<file path="config.mk">
export PLATFORM = sky130hd
export DESIGN_NAME = mem_arbiter
export DESIGN_NICKNAME = d
export VERILOG_FILES = /design/src/rtl/mem_arbiter.sv
export SDC_FILE = /design/constraint.sdc
export NUM_CORES = 1
export LEC_CHECK = 0
export ABC_CLOCK_PERIOD_IN_PS = 2900
export BUFFER_PORTS_ARGS = -buffer_cell sky130_fd_sc_hd__buf_2
export CORE_MARGIN = 3
export CORE_UTILIZATION = 50
export DETAILED_ROUTE_END_ITERATION = 6
export PLACE_DENSITY = 0.89
export REMOVE_ABC_BUFFERS = 1
export SYNTH_ARGS = -nofsm -noshare
export SYNTH_HDL_FRONTEND = slang
export SYNTH_SLANG_ARGS = --single-unit
</file>
<file path="constraint.sdc">
create_clock -name clk -period 2.9 [get_ports clk]
set_input_delay 0.58 -clock clk [delete_from_list [all_inputs] [get_ports clk]]
set_output_delay 0.58 -clock clk [all_outputs]
set_load 0.01 [all_outputs]
</file>
<file path="src/rtl/mem_arbiter.sv">
// rtl/mem_arbiter.sv - shares one RAM port between instruction fetch and data access
// Data requests normally win; a streak counter bounds how long a pending fetch can wait.
`timescale 1ns/1ps
module mem_arbiter #(
  parameter int ADDR_W     = 32,
  parameter int DATA_W     = 32,
  parameter int STARVE_MAX = 4
) (
  input  logic              clk,
  input  logic              nRST,
  input  logic              iREN,
  input  logic [ADDR_W-1:0] iaddr,
  output logic [DATA_W-1:0] iload,
  output logic              ihit,
  input  logic              dREN,
  input  logic              dWEN,
  input  logic [ADDR_W-1:0] daddr,
  input  logic [DATA_W-1:0] dstore,
  output logic [DATA_W-1:0] dload,
  output logic              dhit,
  output logic              ramREN,
  output logic              ramWEN,
  output logic [ADDR_W-1:0] ramaddr,
  output logic [DATA_W-1:0] ramstore,
  input  logic [DATA_W-1:0] ramload,
  input  logic              ram_ready
);

  typedef enum logic [2:0] {IDLE, IACC, DACC, IDONE, DDONE} state_t;

  localparam logic [3:0] SMAX = 4'(STARVE_MAX);

  state_t     state;
  logic [3:0] streak;
  logic       op_wr;
  logic       d_pend;
  logic       d_grant;

  assign d_pend  = dREN | dWEN;
  // A pending fetch that has already lost SMAX times in a row takes priority.
  assign d_grant = d_pend && !(iREN && (streak == SMAX));

  // ramaddr/ramstore double as the latched request so they naturally hold between accesses.
  always_ff @(posedge clk, negedge nRST) begin
    if (!nRST) begin
      state    <= IDLE;
      streak   <= 4'd0;
      op_wr    <= 1'b0;
      ramREN   <= 1'b0;
      ramWEN   <= 1'b0;
      ramaddr  <= '0;
      ramstore <= '0;
      iload    <= '0;
      dload    <= '0;
      ihit     <= 1'b0;
      dhit     <= 1'b0;
    end else begin
      case (state)
        IDLE: begin
          if (d_grant) begin
            state    <= DACC;
            ramaddr  <= daddr;
            ramstore <= dstore;
            op_wr    <= dWEN;
            ramWEN   <= dWEN;
            ramREN   <= ~dWEN;
            if (!iREN)
              streak <= 4'd0;
            else if (streak != SMAX)
              streak <= streak + 4'd1;
          end else if (iREN) begin
            state   <= IACC;
            ramaddr <= iaddr;
            ramREN  <= 1'b1;
            ramWEN  <= 1'b0;
            streak  <= 4'd0;
          end
        end
        IACC: begin
          if (ram_ready) begin
            ramREN <= 1'b0;
            iload  <= ramload;
            ihit   <= 1'b1;
            state  <= IDONE;
          end
        end
        DACC: begin
          if (ram_ready) begin
            ramREN <= 1'b0;
            ramWEN <= 1'b0;
            if (!op_wr)
              dload <= ramload;
            dhit  <= 1'b1;
            state <= DDONE;
          end
        end
        IDONE: begin
          ihit  <= 1'b0;
          state <= IDLE;
        end
        DDONE: begin
          dhit  <= 1'b0;
          state <= IDLE;
        end
        default: state <= IDLE;
      endcase
    end
  end

endmodule

</file>
==> results of run 1 <==
## cells in the final DEF, fill, tap and decap left out, drive strengths merged
cell / instances
diode: 1
a21oi: 67
inv: 5
o31ai: 1
a32oi: 1
clkinv: 5
and2b: 1
o21ai: 7
o22ai: 1
dfrtp: 140
buf: 271
nor2: 37
bufinv: 2
and4b: 1
nor3: 2
mux2i: 1
xor2: 1
and2: 2
or3: 2
nand2b: 1
o311a: 1
clkbuf: 25
a31oi: 1
nand4b: 1
nor4b: 1
nand3: 5
ha: 2
mux2: 96
nand2: 41
## registers in the layout, summed over array words and instances, names as in the netlist
name and flops:
ramaddr 32, ramstore 32, state 3, dload 32, iload 32, streak 4
dhit 1, ihit 1, ramWEN 1, ramREN 1, op_wr 1
## worst max-delay path, stage by stage (launching register included)
cell	delay (ns)
dfrtp_1	0.41
inv_1	0.07
ha_1	0.22
and4b_4	0.24
nor2_8	0.39
nand2_2	0.55
mux2_1	0.50
## cells by family after synthesis
group                      count (synthesis)  synth area share (%)
and+or+nand+nor                           94                  8.03
AOI/OAI and AO/OA                         79                  7.28
DFF                                      140                  61.6
buffers and inverters                     29                  3.36
adders and majority gates                  2                 0.440
muxes                                     97                  19.2
xor gates and xnor gates                   1                 0.154
## per-layer routing
metal | part of all wire [%] | track usage [%] | vias to the layer above
met5 | 0 | 0 | -
met4 | 3.0 | 10.8 | 0
met3 | 8.4 | 8.19 | 35
met2 | 53 | 42.3 | 233
met1 | 36 | 27.1 | 2239
li1 | - | - | 2057
## final cells by class
cell class	instances	area (um2)
Tap cell	140	175
Inverter	5	18.8
Timing Repair Buffer	271	1390
Clock buffer	25	505
Fill cell	762	3300
Clock inverter	7	85.1
Multi-Input combinational cell	273	2000
Sequential cell	140	3500
Antenna cell	1	2.50
## worst max path at each step
| stage | start | end |
|---|---|---|
| global route | streak[0]$_DFFE_PN0P_ | ramstore[4]$_DFFE_PN0P_ |
| finish | streak[0]$_DFFE_PN0P_ | ramstore[4]$_DFFE_PN0P_ |
| CTS | streak[0]$_DFFE_PN0P_ | ramstore[4]$_DFFE_PN0P_ |
| detailed placement | iREN | ramstore[4]$_DFFE_PN0P_ |
| floorplan | state[0]$_DFFE_PN0P_ | iload[10]$_DFFE_PN0P_ |
| global placement | iREN | ramstore[5]$_DFFE_PN0P_ |
## per-stage QoR
stage,power [mW],worst slack (ns),instances,hold slack (ns)
global placement,6.78,0.495,829,0.462
finish,9.12,0.367,862,0.125
detailed placement,7.03,0.378,829,0.477
global route,9.68,0.176,862,0.143
floorplan,5.40,0.791,418,0.284
CTS,9.22,0.355,861,0.134
## power groups by stage
| stage | sequential, mW | combinational [mW] | clock, mW |
|---|---|---|---|
| 6_report | 3.51 | 3.46 | 2.15 |
| 5_1_grt | 3.63 | 3.78 | 2.28 |
| 3_5_place_dp | 3.54 | 3.49 | 0 |
| 3_3_place_gp | 3.45 | 3.33 | 0 |
| 2_1_floorplan | 3.90 | 1.50 | 0 |
| 4_1_cts | 3.52 | 3.51 | 2.18 |
==> impl_metrics.json, run 1 <==
{
  "status": "finished, final reports clean",
  "nNetsFinal": 844,
  "drive_above_1_share_pct": 55.2,
  "sw_frac_of_total_pct": 34.8,
  "worstPathRequired_ns": 3.19,
  "finish.utilization_pct": 70.0,
  "cap_violations": 0,
  "post_drt_via_cell_ratio": 5.29,
  "report.final.setup_viol": 0,
  "overflow": 0,
  "power.share.sequential_pct": 38.5,
  "slew_headroom_pct": 51.0,
  "die_h_um": 113,
  "crit_fanout": 36,
  "postCtsSetupBuffers": 0,
  "synth_most_common_cell": "dfrtp_1",
  "synth_edf_count": 0,
  "track_usage_pct": 24.3,
  "worst_skew_pair.late_latency_ns": 0.42,
  "synth_top_area_share_pct": 61.6,
  "peakVddDrop_v": 0.000800,
  "antenna_found_initial": 1,
  "grt_pass1_vias": 4797,
  "cts_resized": 0,
  "r2r_cells": 6,
  "r2r_slack_ns": 0.37,
  "rsz0062_at_grt": "no",
  "timing.rr.start": "streak[0]$_DFFE_PN0P_",
  "htree_levels": 4,
  "period_share_pct": 87.3,
  "p_per_area_nw_per_um2": 1190,
  "yosysUniqueCellTypes": 37,
  "path_class": "register to register",
  "portBuffers": 265,
  "yosysTopAreaCell": "dfrtp_1",
  "grt_max_degree": 61,
  "worst_setup_path_start_kind": "register",
  "synth_area_um2": 5690,
  "syn_avg_cell_area_um2": 12.9,
  "maxClockFrequency_ghz": 0.395,
  "grt_pass1_wl_um": 24100,
  "p_clk_share_pct": 23.5,
  "hpwl_um": 11000,
  "critPathCaptureType": "register",
  "root_buffer": "clkbuf_16",
  "start_util_pct": 51.8,
  "min_period_ns": 2.53,
  "wire_per_inst_um": 17.4,
  "place.gp.congestion": 0.830,
  "syn_to_final_growth_pct": 35.0,
  "synth_warnings": 0,
  "dieWidth_um": 113,
  "p_switching_mw": 3.17,
  "pwr-share-comb_pct": 38.0,
  "synth_commonest_cells": "dfrtp_1, mux2_2, a21oi_1",
  "placed_cell_area_um2": 7090,
  "hold_violations": 0,
  "clock_tree.buffer_depth": 2,
  "netlist_top_cells_area": "dfrtp_1, mux2_2, a21oi_1",
  "dr.pass1.iters": 5,
  "r2r-end": "ramstore[4]$_DFFE_PN0P_",
  "final-max-slew-violation-count": 0,
  "core_um2": 11000,
  "path_clk_slew_ns": 0.06,
  "hold_path_class": "primary input to async pin",
  "ys_seq_area_share_pct": 61.6,
  "ioPinCount": 266,
  "cp.arrival_ns": 2.83,
  "ys_seq_elements": 140,
  "via_count": 4564,
  "hold_buffers": 0,
  "design_area_um2": 7680,
  "cts_tree": "built",
  "dieArea_um2": 12700,
  "synthArstFlopShare_pct": 100,
  "dr.first_iter.drc_count": 267,
  "cts-buffers-inserted": 17,
  "cts.sink_count": 140,
  "p_int_mw": 5.95,
  "syn_inst": 442,
  "drc_errors": 0,
  "num_rows": 38,
  "skew_ns": 0.00846,
  "synthFlopType": "dfrtp_1",
  "setup_tns_ns": 0,
  "worstMarginPinSlew_ns": 0.732,
  "wl_um": 15000,
  "ant_nets": 0,
  "leakage_nw": 3.79
}
(Power assumes the default switching activity.)
==> run 2, diff against run 1 <==
--- a/config.mk
+++ b/config.mk
@@ -8,9 +8,10 @@
 export ABC_CLOCK_PERIOD_IN_PS = 2900
 export BUFFER_PORTS_ARGS = -buffer_cell sky130_fd_sc_hd__buf_2
 export CORE_MARGIN = 3
-export CORE_UTILIZATION = 50
+export CORE_UTILIZATION = 52
+export CTS_BUF_LIST = sky130_fd_sc_hd__clkbuf_2
 export DETAILED_ROUTE_END_ITERATION = 6
-export PLACE_DENSITY = 0.89
+export PLACE_DENSITY = 0.92
 export REMOVE_ABC_BUFFERS = 1
 export SYNTH_ARGS = -nofsm -noshare
 export SYNTH_HDL_FRONTEND = slang
==> impl_metrics.json, run 2 (same netlist as run 1, synthesis figures left out) <==
{
  "status": "finished, final reports clean",
  "r2r_slack_ns": 0.73,
  "report.final.setup_viol": 0,
  "r2r-end": "ramstore[4]$_DFFE_PN0P_",
  "peakVddDrop_v": 0.000549,
  "nNetsFinal": 844,
  "p_per_area_nw_per_um2": 1100,
  "dr.first_iter.drc_count": 328,
  "crit_fanout": 36,
  "regArea_um2": 3500,
  "slew_headroom_pct": 53.9,
  "post_drt_via_cell_ratio": 5.30,
  "worst_skew_pair.late_latency_ns": 0.65,
  "p_total_mw": 8.08,
  "syn_to_final_growth_pct": 28.6,
  "place.gp.congestion": 0.860,
  "hold_slack_ns": 0.129,
  "power.share.sequential_pct": 43.3,
  "drive_above_1_share_pct": 55.6,
  "root_buffer": "clkbuf_2",
  "p_int_mw": 4.95,
  "hold_path_class": "primary input to register",
  "nFillCells": 742,
  "leakage_nw": 3.62,
  "r2r_cells": 7,
  "hpwl_um": 11300,
  "hp-start": "dstore[5]",
  "p_clk_share_pct": 13.9,
  "placed_cell_area_um2": 7070,
  "crit_chain": "inv_1 > ha_1 > and4b_4 > nor2_8 > nand2_2 > buf_4 > mux2_1",
  "setup_tns_ns": 0,
  "dr.pass1.iters": 6,
  "path_clk_slew_ns": 0.22,
  "mostFrequentLayoutCells": "buf_2, dfrtp_1, mux2_2, a21oi_1, nand2_1",
  "worstMarginPinSlew_ns": 0.692,
  "max_stage_delay_ns": 0.45,
  "wire_per_inst_um": 17.5,
  "antenna_found_initial": 1,
  "final-max-slew-violation-count": 0,
  "critPathCaptureType": "register",
  "skew_ns": 0.0456,
  "cap_violations": 0,
  "core_um2": 10500,
  "overflow": 0,
  "grt_max_degree": 77,
  "worstHoldEndpoint": "ramstore[5]$_DFFE_PN0P_",
  "layout_commonest_cell": "buf_2",
  "min_period_ns": 2.17,
  "htree_levels": 4,
  "period_share_pct": 74.8,
  "dieArea_um2": 12200,
  "start_util_pct": 54.4,
  "ant_nets": 0,
  "wl_um": 15000,
  "grt_pass1_vias": 4839,
  "p_switching_mw": 3.13,
  "die_h_um": 111,
  "cp_slowest_cell": "dfrtp_1",
  "hold_depth": 2,
  "timing.rr.start": "streak[0]$_DFFE_PN0P_",
  "dieWidth_um": 111,
  "cts-buffers-inserted": 17,
  "sw_frac_of_total_pct": 38.7,
  "maxClockFrequency_ghz": 0.461,
  "clock_tree.buffer_depth": 2,
  "worstPathRequired_ns": 3.45,
  "cts.sink_count": 140,
  "pwr-share-comb_pct": 42.8,
  "grt_pass1_wl_um": 24400,
  "cp.arrival_ns": 2.72,
  "rsz0062_at_grt": "no",
  "drc_errors": 0,
  "track_usage_pct": 24.5,
  "design_area_um2": 7320,
  "portBuffers": 265,
  "num_rows": 37,
  "worstSetupStartpoint": "streak[0]$_DFFE_PN0P_",
  "multi_input_area_um2": 2000,
  "path_class": "register to register",
  "hold_violations": 0,
  "worst_setup_path_start_kind": "register",
  "via_count": 4539,
  "ioPinCount": 266,
  "cts_tree": "built"
}
-- run 2: cell types whose count changed in the layout (fill, tap and decap cells not counted) --
cell / before / now
nor2_4: 1 / 0
clkbuf_8: 5 / 0
clkbuf_16: 17 / 0
nor2_2: 0 / 1
and2_2: 0 / 1
buf_4: 5 / 4
clkinvlp_4: 0 / 5
clkbuf_2: 0 / 19
dlygate4sd3_1: 0 / 1
clkinv_2: 5 / 1
inv_6: 0 / 4
and2_1: 2 / 1
clkbuf_1: 3 / 0
-- run 2: worst max path at each step --
stage | to | slack, ns | depth (start not counted)
after floorplan | iload[10]$_DFFE_PN0P_ | 0.79 | 4
after global placement | streak[3]$_DFFE_PN0P_ | 0.46 | 5
after detailed placement | streak[3]$_DFFE_PN0P_ | 0.24 | 5
after CTS | streak[3]$_DFFE_PN0P_ | 0.32 | 4
after global routing | streak[0]$_DFFE_PN0P_ | 0.55 | 4
final | ramstore[4]$_DFFE_PN0P_ | 0.73 | 7
-- run 2: routing by layer --
metal	track usage (%)	wire length [um]	vias to the layer above
met5	0	0	-
met4	7.22	186	0
met3	6.74	1120	18
met2	43.5	7930	223
met1	29.2	5760	2242
li1	-	-	2056
-- run 2: final cells by class --
cell class / count / area share [%]
Antenna cell: 1 / 0.0342
Clock buffer: 19 / 1.30
Clock inverter: 12 / 1.88
Inverter: 5 / 0.256
Multi-Input combinational cell: 273 / 27.3
Sequential cell: 140 / 47.9
Tap cell: 136 / 2.32
Timing Repair Buffer: 271 / 19.0
-- run 2: power groups by stage --
| stage | combinational, mW | clock, mW | sequential, mW |
|---|---|---|---|
| 2_1_floorplan | 1.50 | 0 | 3.90 |
| 3_3_place_gp | 3.32 | 0 | 3.45 |
| 3_5_place_dp | 3.49 | 0 | 3.53 |
| 4_1_cts | 3.50 | 1.15 | 3.49 |
| 5_1_grt | 3.74 | 1.25 | 3.62 |
| 6_report | 3.45 | 1.13 | 3.50 |
-- run 2: worst max-delay path: cells and delay by family, from the launching register on --
| family | cells | cell delay (ns) |
|---|---|---|
| DFF | 1 | 0.45 |
| muxes | 1 | 0.34 |
| adders and majority gates | 1 | 0.21 |
| buffers and inverters | 2 | 0.34 |
| and+or+nand+nor | 3 | 0.74 |
-- run 2: what timing repair did --
action / 4_1_cts / 5_1_grt
gates resized for setup: 0 / 1
hold buffers: 1 / 0
endpoints found under the hold margin: 74 / 0
buffers inserted: 0 / 0
setup endpoints to repair: 0 / 1
-- run 2: metrics by stage --
| step | setup WS (ns) | instances | utilization [%] |
|---|---|---|---|
| after global placement | 0.462 | 824 | 67.6 |
| final | 0.730 | 857 | 70.0 |
| after global routing | 0.553 | 857 | 70.0 |
| after CTS | 0.322 | 856 | 69.9 |
| after detailed placement | 0.237 | 824 | 67.6 |
| after floorplan | 0.791 | 418 | - |
